[config.mk]
export PLATFORM = sky130hd
export DESIGN_NAME = opcode_issue_queue
export DESIGN_NICKNAME = d
export VERILOG_FILES = /design/src/rtl/opcode_issue_queue.sv
export SDC_FILE = /design/constraint.sdc
export NUM_CORES = 1
export LEC_CHECK = 0
export ABC_CLOCK_PERIOD_IN_PS = 4200
export BUFFER_PORTS_ARGS = -buffer_cell sky130_fd_sc_hd__buf_2
export CORE_MARGIN = 2
export CORE_UTILIZATION = 30
export DETAILED_ROUTE_END_ITERATION = 10
export GPL_TIMING_DRIVEN = 0
export PLACE_DENSITY = 0.59
export SETUP_SLACK_MARGIN = 0.15
export SLEW_MARGIN = 20
export SYNTH_ARGS = -nofsm -noshare
export SYNTH_HDL_FRONTEND = slang
export SYNTH_SLANG_ARGS = --single-unit
[constraint.sdc]
create_clock -name clk -period 4.2 [get_ports clk]
set_clock_uncertainty 0.2 [all_clocks]
set_input_delay 0.21 -clock clk [delete_from_list [all_inputs] [get_ports clk]]
set_output_delay 0.21 -clock clk [all_outputs]
set_load 0.05 [all_outputs]
[src/rtl/opcode_issue_queue.sv]
// Small FIFO feeding the casez opcode/operand selector stage.
// Screens out undecodable opcodes (opcode[3:1] == 0) and keeps a saturating count of them.
module opcode_issue_queue #(
  parameter int DEPTH = 4,
  parameter int OPW   = 4,
  parameter int DW    = 2,
  parameter int CNTW  = 8
) (
  input  logic                       clk,
  input  logic                       reset,
  input  logic                       in_valid,
  output logic                       in_ready,
  input  logic [OPW-1:0]             in_opcode,
  input  logic [DW-1:0]              in_a,
  input  logic [DW-1:0]              in_b,
  input  logic [DW-1:0]              in_c,
  output logic                       out_valid,
  input  logic                       out_ready,
  output logic [OPW-1:0]             out_opcode,
  output logic [DW-1:0]              out_a,
  output logic [DW-1:0]              out_b,
  output logic [DW-1:0]              out_c,
  output logic [$clog2(DEPTH):0]     level,
  output logic                       drop_pulse,
  output logic [CNTW-1:0]            drop_count
);

  localparam int AW = $clog2(DEPTH);
  localparam int LW = AW + 1;
  localparam int BW = OPW + 3 * DW;

  logic [BW-1:0] mem [DEPTH];
  logic [BW-1:0] head;
  logic [AW-1:0] wr_ptr;
  logic [AW-1:0] rd_ptr;
  logic [LW-1:0] level_q;

  logic accept;
  logic is_drop;
  logic do_write;
  logic do_pop;

  // Handshake flags come straight from the registered occupancy, so a pop
  // while full only reopens in_ready on the following cycle.
  assign in_ready  = (level_q != LW'(DEPTH));
  assign out_valid = (level_q != '0);
  assign level     = level_q;

  assign accept   = in_valid && in_ready;
  assign is_drop  = (in_opcode[3:1] == 3'b000);
  assign do_write = accept && !is_drop;
  assign do_pop   = out_valid && out_ready;

  // Storage needs no reset; the head is masked to zero whenever the queue is empty.
  always_ff @(posedge clk) begin
    if (!reset && do_write) begin
      mem[wr_ptr] <= {in_opcode, in_a, in_b, in_c};
    end
  end

  assign head = mem[rd_ptr];

  always_comb begin
    out_opcode = '0;
    out_a      = '0;
    out_b      = '0;
    out_c      = '0;
    if (out_valid) begin
      out_opcode = head[BW-1 -: OPW];
      out_a      = head[3*DW-1 -: DW];
      out_b      = head[2*DW-1 -: DW];
      out_c      = head[DW-1:0];
    end
  end

  always_ff @(posedge clk) begin
    if (reset) begin
      wr_ptr  <= '0;
      rd_ptr  <= '0;
      level_q <= '0;
    end else begin
      if (do_write) begin
        wr_ptr <= wr_ptr + AW'(1);
      end
      if (do_pop) begin
        rd_ptr <= rd_ptr + AW'(1);
      end
      case ({do_write, do_pop})
        2'b10:   level_q <= level_q + LW'(1);
        2'b01:   level_q <= level_q - LW'(1);
        default: level_q <= level_q;
      endcase
    end
  end

  always_ff @(posedge clk) begin
    if (reset) begin
      drop_pulse <= 1'b0;
      drop_count <= '0;
    end else begin
      drop_pulse <= accept && is_drop;
      if (accept && is_drop && (drop_count != {CNTW{1'b1}})) begin
        drop_count <= drop_count + CNTW'(1);
      end
    end
  end

endmodule

==> flow_metrics.tcl, run 1 <==
set metrics [dict create \
    status "finished, final reports clean" \
    cts.sinks 58 \
    p_leak_nw 1.127 \
    ioPinCount 38 \
    dieArea_mm2 0.008809 \
    clk_pin_slew_ps 60 \
    synth_mux_area_frac 0.1095 \
    grt_use_total 0.1036 \
    die_y_um 93.86 \
    cts_buffer_depth 2 \
    grt_overflow 0 \
    nFillCells 748 \
    fp.dieW_um 93.86 \
    layout_commonest_cell "edfxtp_1" \
    wl_met3_um 164 \
    placed_cell_area_mm2 0.002730 \
    grt_pass1_wl_mm 6.561 \
    period_share 0.6328 \
    hold_viol_final 0 \
    yosysWarnings 0 \
    place_congestion 0.7631 \
    hp-start "reset" \
    synth_adder_area_share 0.03926 \
    grt_start_max_net_pins 11 \
    clk_latency_ps 330 \
    critPathMaxFanout 6 \
    crit_path_start_kind "input port" \
    viasPerCell 4.422 \
    core_area_mm2 0.007767 \
    period_needed_ps 2658 \
    final_area_mm2 0.003037 \
    fin_setup_tns_ps 0 \
    final_cell_mix "edfxtp_1, buf_2, dfxtp_1" \
    tightest_slew_ps 615.4 \
    ctsResizeCount 0 \
    yosysTopAreaCell "edfxtp_1" \
    required_ps 4260 \
    synth_top_family_by_area "simple AND/OR/NAND/NOR gates" \
    worstHoldPathCells 2 \
    maxSlewViolCount 0 \
    hp-class "input port to register" \
    nNetsFinal 242 \
    setup_viol 0 \
    r2r-start "level[1]" \
    crit_arrival_ps 2710 \
    routed_wl_mm 4.341 \
    tritoncts "built" \
    cts_inserted_buffers 9 \
    syn_area_per_cell_um2 14.77 \
    synth_top_area_share 0.4959 \
    fmax_mhz 376.2 \
    synthesis.nets 185 \
    p_per_area_mw_per_mm2 618.2 \
    cap_violations 0 \
    n_antenna_cell 0 \
    wl_met2_mm 2.067 \
    vias 1446 \
    portBuffers 36 \
    cts_root_buffer "clkbuf_8" \
    synth_seq_cells 58 \
    synth_area_mm2 0.002422 \
    start_util 0.3119 \
    hold_slack_ps 58.87 \
    wl_per_cell_um 13.28 \
    synth_compound_area_frac 0.03254 \
    drive_gt1_frac 0.2933 \
    path_class "input port to register" \
    netlist_instances 164 \
    antenna_found_initial 0 \
    synth_xor_area_frac 0.02169 \
    highest_layer "met4" \
    rrSetupSlack_ps 1570 \
    rr_endpoint "level[2]" \
    finalPower_mw 1.877 \
    synthSimpleGateAreaFrac 0.1296 \
    synth_top_cells_by_area "edfxtp_1, dfxtp_1, mux4_2" \
    ys_seq_area_frac 0.6446 \
    grt_setup_unrepaired "no" \
    area_growth_pct 25.36 \
    peakVddDrop_uv 145.0 \
    yosysUniqueCellTypes 29 \
    relSlewSlack 0.5897 \
    grt_pass1_vias 1350 \
    end_kind "register" \
    drt-met1-wl_mm 2.008 \
    cts_htree_levels 3 \
    hpwl_mm 2.891 \
    first_pass_iters 4 \
    drc 0 \
    antenna_left 0 \
    rows 32 \
    reg2reg_depth 9 \
    first_iter_violations 57 \
    critPathLaunch "in_opcode[2]" \
]
==> routing by layer <==
metal,track usage,up-vias
li1,-,717
met1,0.1238,696
met2,0.1601,25
met3,0.03210,8
met4,0.06884,0
met5,0,-
==> worst max-delay path by stage <==
| stage | cells after the start | endpoint |
|---|---|---|
| 4_1_cts | 10 | level[2] |
| 3_3_place_gp | 9 | level[2] |
| 2_1_floorplan | 9 | level[2] |
| 6_report | 10 | level[2] |
| 3_5_place_dp | 9 | level[2] |
| 5_1_grt | 9 | level[2] |
==> Yosys cell counts, drive strengths merged <==
library cell,n
edfxtp,40
dfxtp,18
and2,15
nor2,14
mux4,10
inv,8
ha,6
or3,6
a21oi,5
nand2,5
nand3,5
mux2i,4
o21ai,4
xor2,4
buf,3
clkbuf,3
and3,2
xnor2,2
a211oi,1
fa,1
nand3b,1
nand4,1
nand4bb,1
nor3,1
nor4,1
nor4b,1
o2111ai,1
or3b,1
==> cell families after synthesis <==
kind of cell / count (synthesis)
flip-flops: 58
AND/OR/NAND/NOR: 54
buffers and inverters: 14
multiplexers: 14
AO/OA/AOI/OAI: 11
adder cells (fa/ha/maj): 7
XOR/XNOR: 6
==> registers in the layout (all words and copies together), names as in the netlist, named ones only <==
register    flops
mem            40
rd_ptr          2
drop_count      8
level           3
wr_ptr          2
drop_pulse      1
==> critical path, stage by stage <==
cell           delay (ps)
dlygate4sd3_1         530
buf_2                 180
nor3_2                280
nand3b_1              260
ha_1                  220
inv_1                  60
fa_1                  370
xor2_1                150
or3_1                 300
a21oi_1               150
==> layout make-up <==
class                           count  area, um^2  area share
Sequential cell                    58        1562      0.5142
Multi-Input combinational cell     92       805.8      0.2653
Timing Repair Buffer               46       280.3     0.09230
Tap cell                          102       127.6     0.04203
Clock buffer                        9       123.9     0.04079
Clock inverter                      6       82.58     0.02719
Inverter                            8       30.03    0.009889
Buffer                              6       25.02    0.008241
==> where the power goes <==
group          switching [mW]  internal (mW)
Combinational           0.454          0.205
Clock                   0.209          0.327
Sequential             0.0246          0.658
==> timing repair <==
item	CTS	global route
hold endpoints to repair	40	0
endpoints found under the setup margin	0	0
hold buffers	10	0
buffers inserted	0	0
==> per-stage QoR <==
step / setup WS (ps) / util / cells
after global routing: 1386 / 0.3909 / 327
final: 1542 / 0.3909 / 327
after floorplan: 1279 / - / 164
after detailed placement: 1585 / 0.3515 / 302
after CTS: 1529 / 0.3909 / 327
after global placement: 1593 / 0.3515 / 302
No activity file was read; power rests on OpenSTA's default activity.
==> run 2: changes to the inputs <==
--- a/config.mk
+++ b/config.mk
@@ -5,7 +5,7 @@
 export SDC_FILE = /design/constraint.sdc
 export NUM_CORES = 1
 export LEC_CHECK = 0
-export ABC_CLOCK_PERIOD_IN_PS = 4200
+export ABC_CLOCK_PERIOD_IN_PS = 2600
 export BUFFER_PORTS_ARGS = -buffer_cell sky130_fd_sc_hd__buf_2
 export CORE_MARGIN = 2
 export CORE_UTILIZATION = 30
==> constraint.sdc (replaced) <==
create_clock -name clk -period 2.6 [get_ports clk]
set_clock_uncertainty 0.2 [all_clocks]
set_input_delay 0.13 -clock clk [delete_from_list [all_inputs] [get_ports clk]]
set_output_delay 0.13 -clock clk [all_outputs]
set_load 0.05 [all_outputs]
==> run 2 against run 1 <==
Count of clock-buffer cells in the layout stayed put. Non-clock buffer count is 7 higher. Sequential cell count unchanged. Die area is the same. Critical path type is now register to register.
==> flow_metrics.tcl, run 2 (same netlist as run 1, synthesis figures left out) <==
set metrics [dict create \
    layout_setup_ws_ps 185.5 \
    wl_per_cell_um 13.43 \
    path_class "register to register" \
    final_cell_mix "edfxtp_1, buf_2, and2_1, dfxtp_1, nor2_1" \
    fin_setup_tns_ps 0 \
    start_util 0.3119 \
    vias 1459 \
    antenna_left 0 \
    grt_overflow 0 \
    grt_use_total 0.1136 \
    status "finished, final reports clean" \
    layout.cells.non_filler 335 \
    layout_commonest_cell "edfxtp_1" \
    area_growth_pct 30.63 \
    clockPowerShare 0.309 \
    rr_endpoint "level[2]" \
    dieArea_mm2 0.008809 \
    grt_setup_unrepaired "yes" \
    critPathMaxFanout 5 \
    pwr-share-seq 0.344 \
    dp_cells 302 \
    routed_wl_mm 4.500 \
    cts.sinks 58 \
    antenna_found_initial 0 \
    rrSetupSlack_ps 190 \
    fp.dieW_um 93.86 \
    hpwl_mm 2.915 \
    first_iter_violations 58 \
    regMostFlops "mem" \
    rows 32 \
    period_needed_ps 2414 \
    swShare 0.3557 \
    viasPerCell 4.355 \
    pre_cts_ws_ps 38.94 \
    fmax_mhz 414.2 \
    hold_viol_final 0 \
    relSlewSlack 0.6072 \
    period_share 0.9287 \
    finalPower_mw 3.224 \
    cp_slowest_stage_delay_ps 380 \
    place_congestion 0.7322 \
    crit_arrival_ps 2470 \
    clk_latency_ps 330 \
    n_antenna_cell 0 \
    setup_viol 0 \
    cts_inserted_buffers 9 \
    grt_pass1_wl_mm 7.258 \
    largest_reg_flops 40 \
    p_per_area_mw_per_mm2 1019 \
    hold_path_end "drop_pulse" \
    required_ps 2650 \
    grt_start_max_net_pins 12 \
    reg2reg_depth 9 \
    r2r-start "level[2]" \
    crit_chain "or3b_4 > buf_6 > nand3b_1 > ha_2 > inv_1 > fa_2 > xor2_1 > or3_1 > a21oi_2" \
    portBuffers 36 \
    hp-class "input port to register" \
    p_int_mw 2.077 \
    first_pass_iters 4 \
    core_area_mm2 0.007767 \
    slowest_stage "or3b_4" \
    hp-start "in_valid" \
    p_leak_nw 1.177 \
    clk_pin_slew_ps 70 \
    tightest_slew_ps 589.2 \
    worstHoldPathCells 4 \
    maxSlewViolCount 0 \
    grt_pass1_vias 1464 \
    cts_buffer_depth 2 \
    tritoncts "built" \
    p_sw_mw 1.147 \
    crit_path_start_kind "register" \
    pwr-share-comb 0.347 \
    drc 0 \
    ioPinCount 38 \
    cts_htree_levels 3 \
    die_y_um 93.86 \
    cap_violations 0 \
    peakVddDrop_uv 266.3 \
    nNetsFinal 249 \
    cts_root_buffer "clkbuf_8" \
    end_kind "register" \
    drive_gt1_frac 0.3348 \
]
==> run 2: changes by cell type in the layout (fill, tap and decap cells not counted), moves of 2 or more <==
| cell | delta |
|---|---|
| dfxtp_1 | -3 |
| buf_4 | +5 |
| dfxtp_4 | +3 |
| dlygate4sd3_1 | +2 |
| clkinv_2 | -3 |
==> run 2: through the flow <==
| stage | utilization | hold WS [ps] | instance area [um^2] |
|---|---|---|---|
| finish | 0.4074 | 55.61 | 3164 |
| global route | 0.4074 | 73.12 | 3164 |
| CTS | 0.4048 | 33.75 | 3144 |
| detailed placement | 0.3541 | 156.5 | 2750 |
| global placement | 0.3541 | 152.2 | 2750 |
| floorplan | - | 28.87 | 2442 |
==> run 2: repair_timing <==
| action | 4_1_cts | 5_1_grt |
|---|---|---|
| cloned | 0 | 0 |
| setup buffers | 4 | 1 |
| pin swaps | 3 | 2 |
| hold buffers | 12 | 0 |
| gates resized for setup | 1 | 3 |
| endpoints found under the setup margin | 1 | 1 |
| endpoints found under the hold margin | 44 | 0 |
==> run 2: power by group through the flow <==
| stage | clock, mW | sequential (mW) | combinational (mW) |
|---|---|---|---|
| global route | 1.07 | 1.12 | 1.20 |
| floorplan | 0 | 1.19 | 0.790 |
| CTS | 1.03 | 1.11 | 1.12 |
| detailed placement | 0 | 1.13 | 1.08 |
| global placement | 0 | 1.13 | 1.07 |
| finish | 0.996 | 1.11 | 1.12 |
==> run 2: layout make-up <==
type,count,area (um^2)
clock buffers,9,123.9
flip-flops and latches,58,1573
fillers,748,4603
inverters,8,30.03
plain buffers,6,31.28
repair buffers,53,337.8
clock inverters,7,117.6
well taps,102,127.6
multi-input cells,92,823.3
==> run 2: worst max path at each step <==
stage	endpoint	slack [ps]	depth (start not counted)	start
floorplan	level[2]	40	9	level[2]
global placement	level[2]	40	9	level[1]
detailed placement	level[2]	40	9	level[1]
finish	level[2]	190	9	level[2]
global route	level[2]	70	9	level[2]
CTS	level[2]	170	9	level[0]
==> run 2: worst max-delay path: cells and delay by family, from the launching register on <==
kind                       cells  cell delay, ps
AOI/OAI and AO/OA              1             130
and+or+nand+nor                3             810
xor gates and xnor gates       1             150
buffers and inverters          2             170
DFF                            1             360
adders and majority gates      2             520
==> run 2: per-layer routing <==
| layer | track usage | wire [um] | part of all wire |
|---|---|---|---|
| met1 | 0.1360 | 2066 | 0.46 |
| met2 | 0.1780 | 2141 | 0.48 |
| met3 | 0.05056 | 250 | 0.056 |
| met4 | 0.04710 | 42 | 0.0093 |
| met5 | 0 | 0 | 0 |
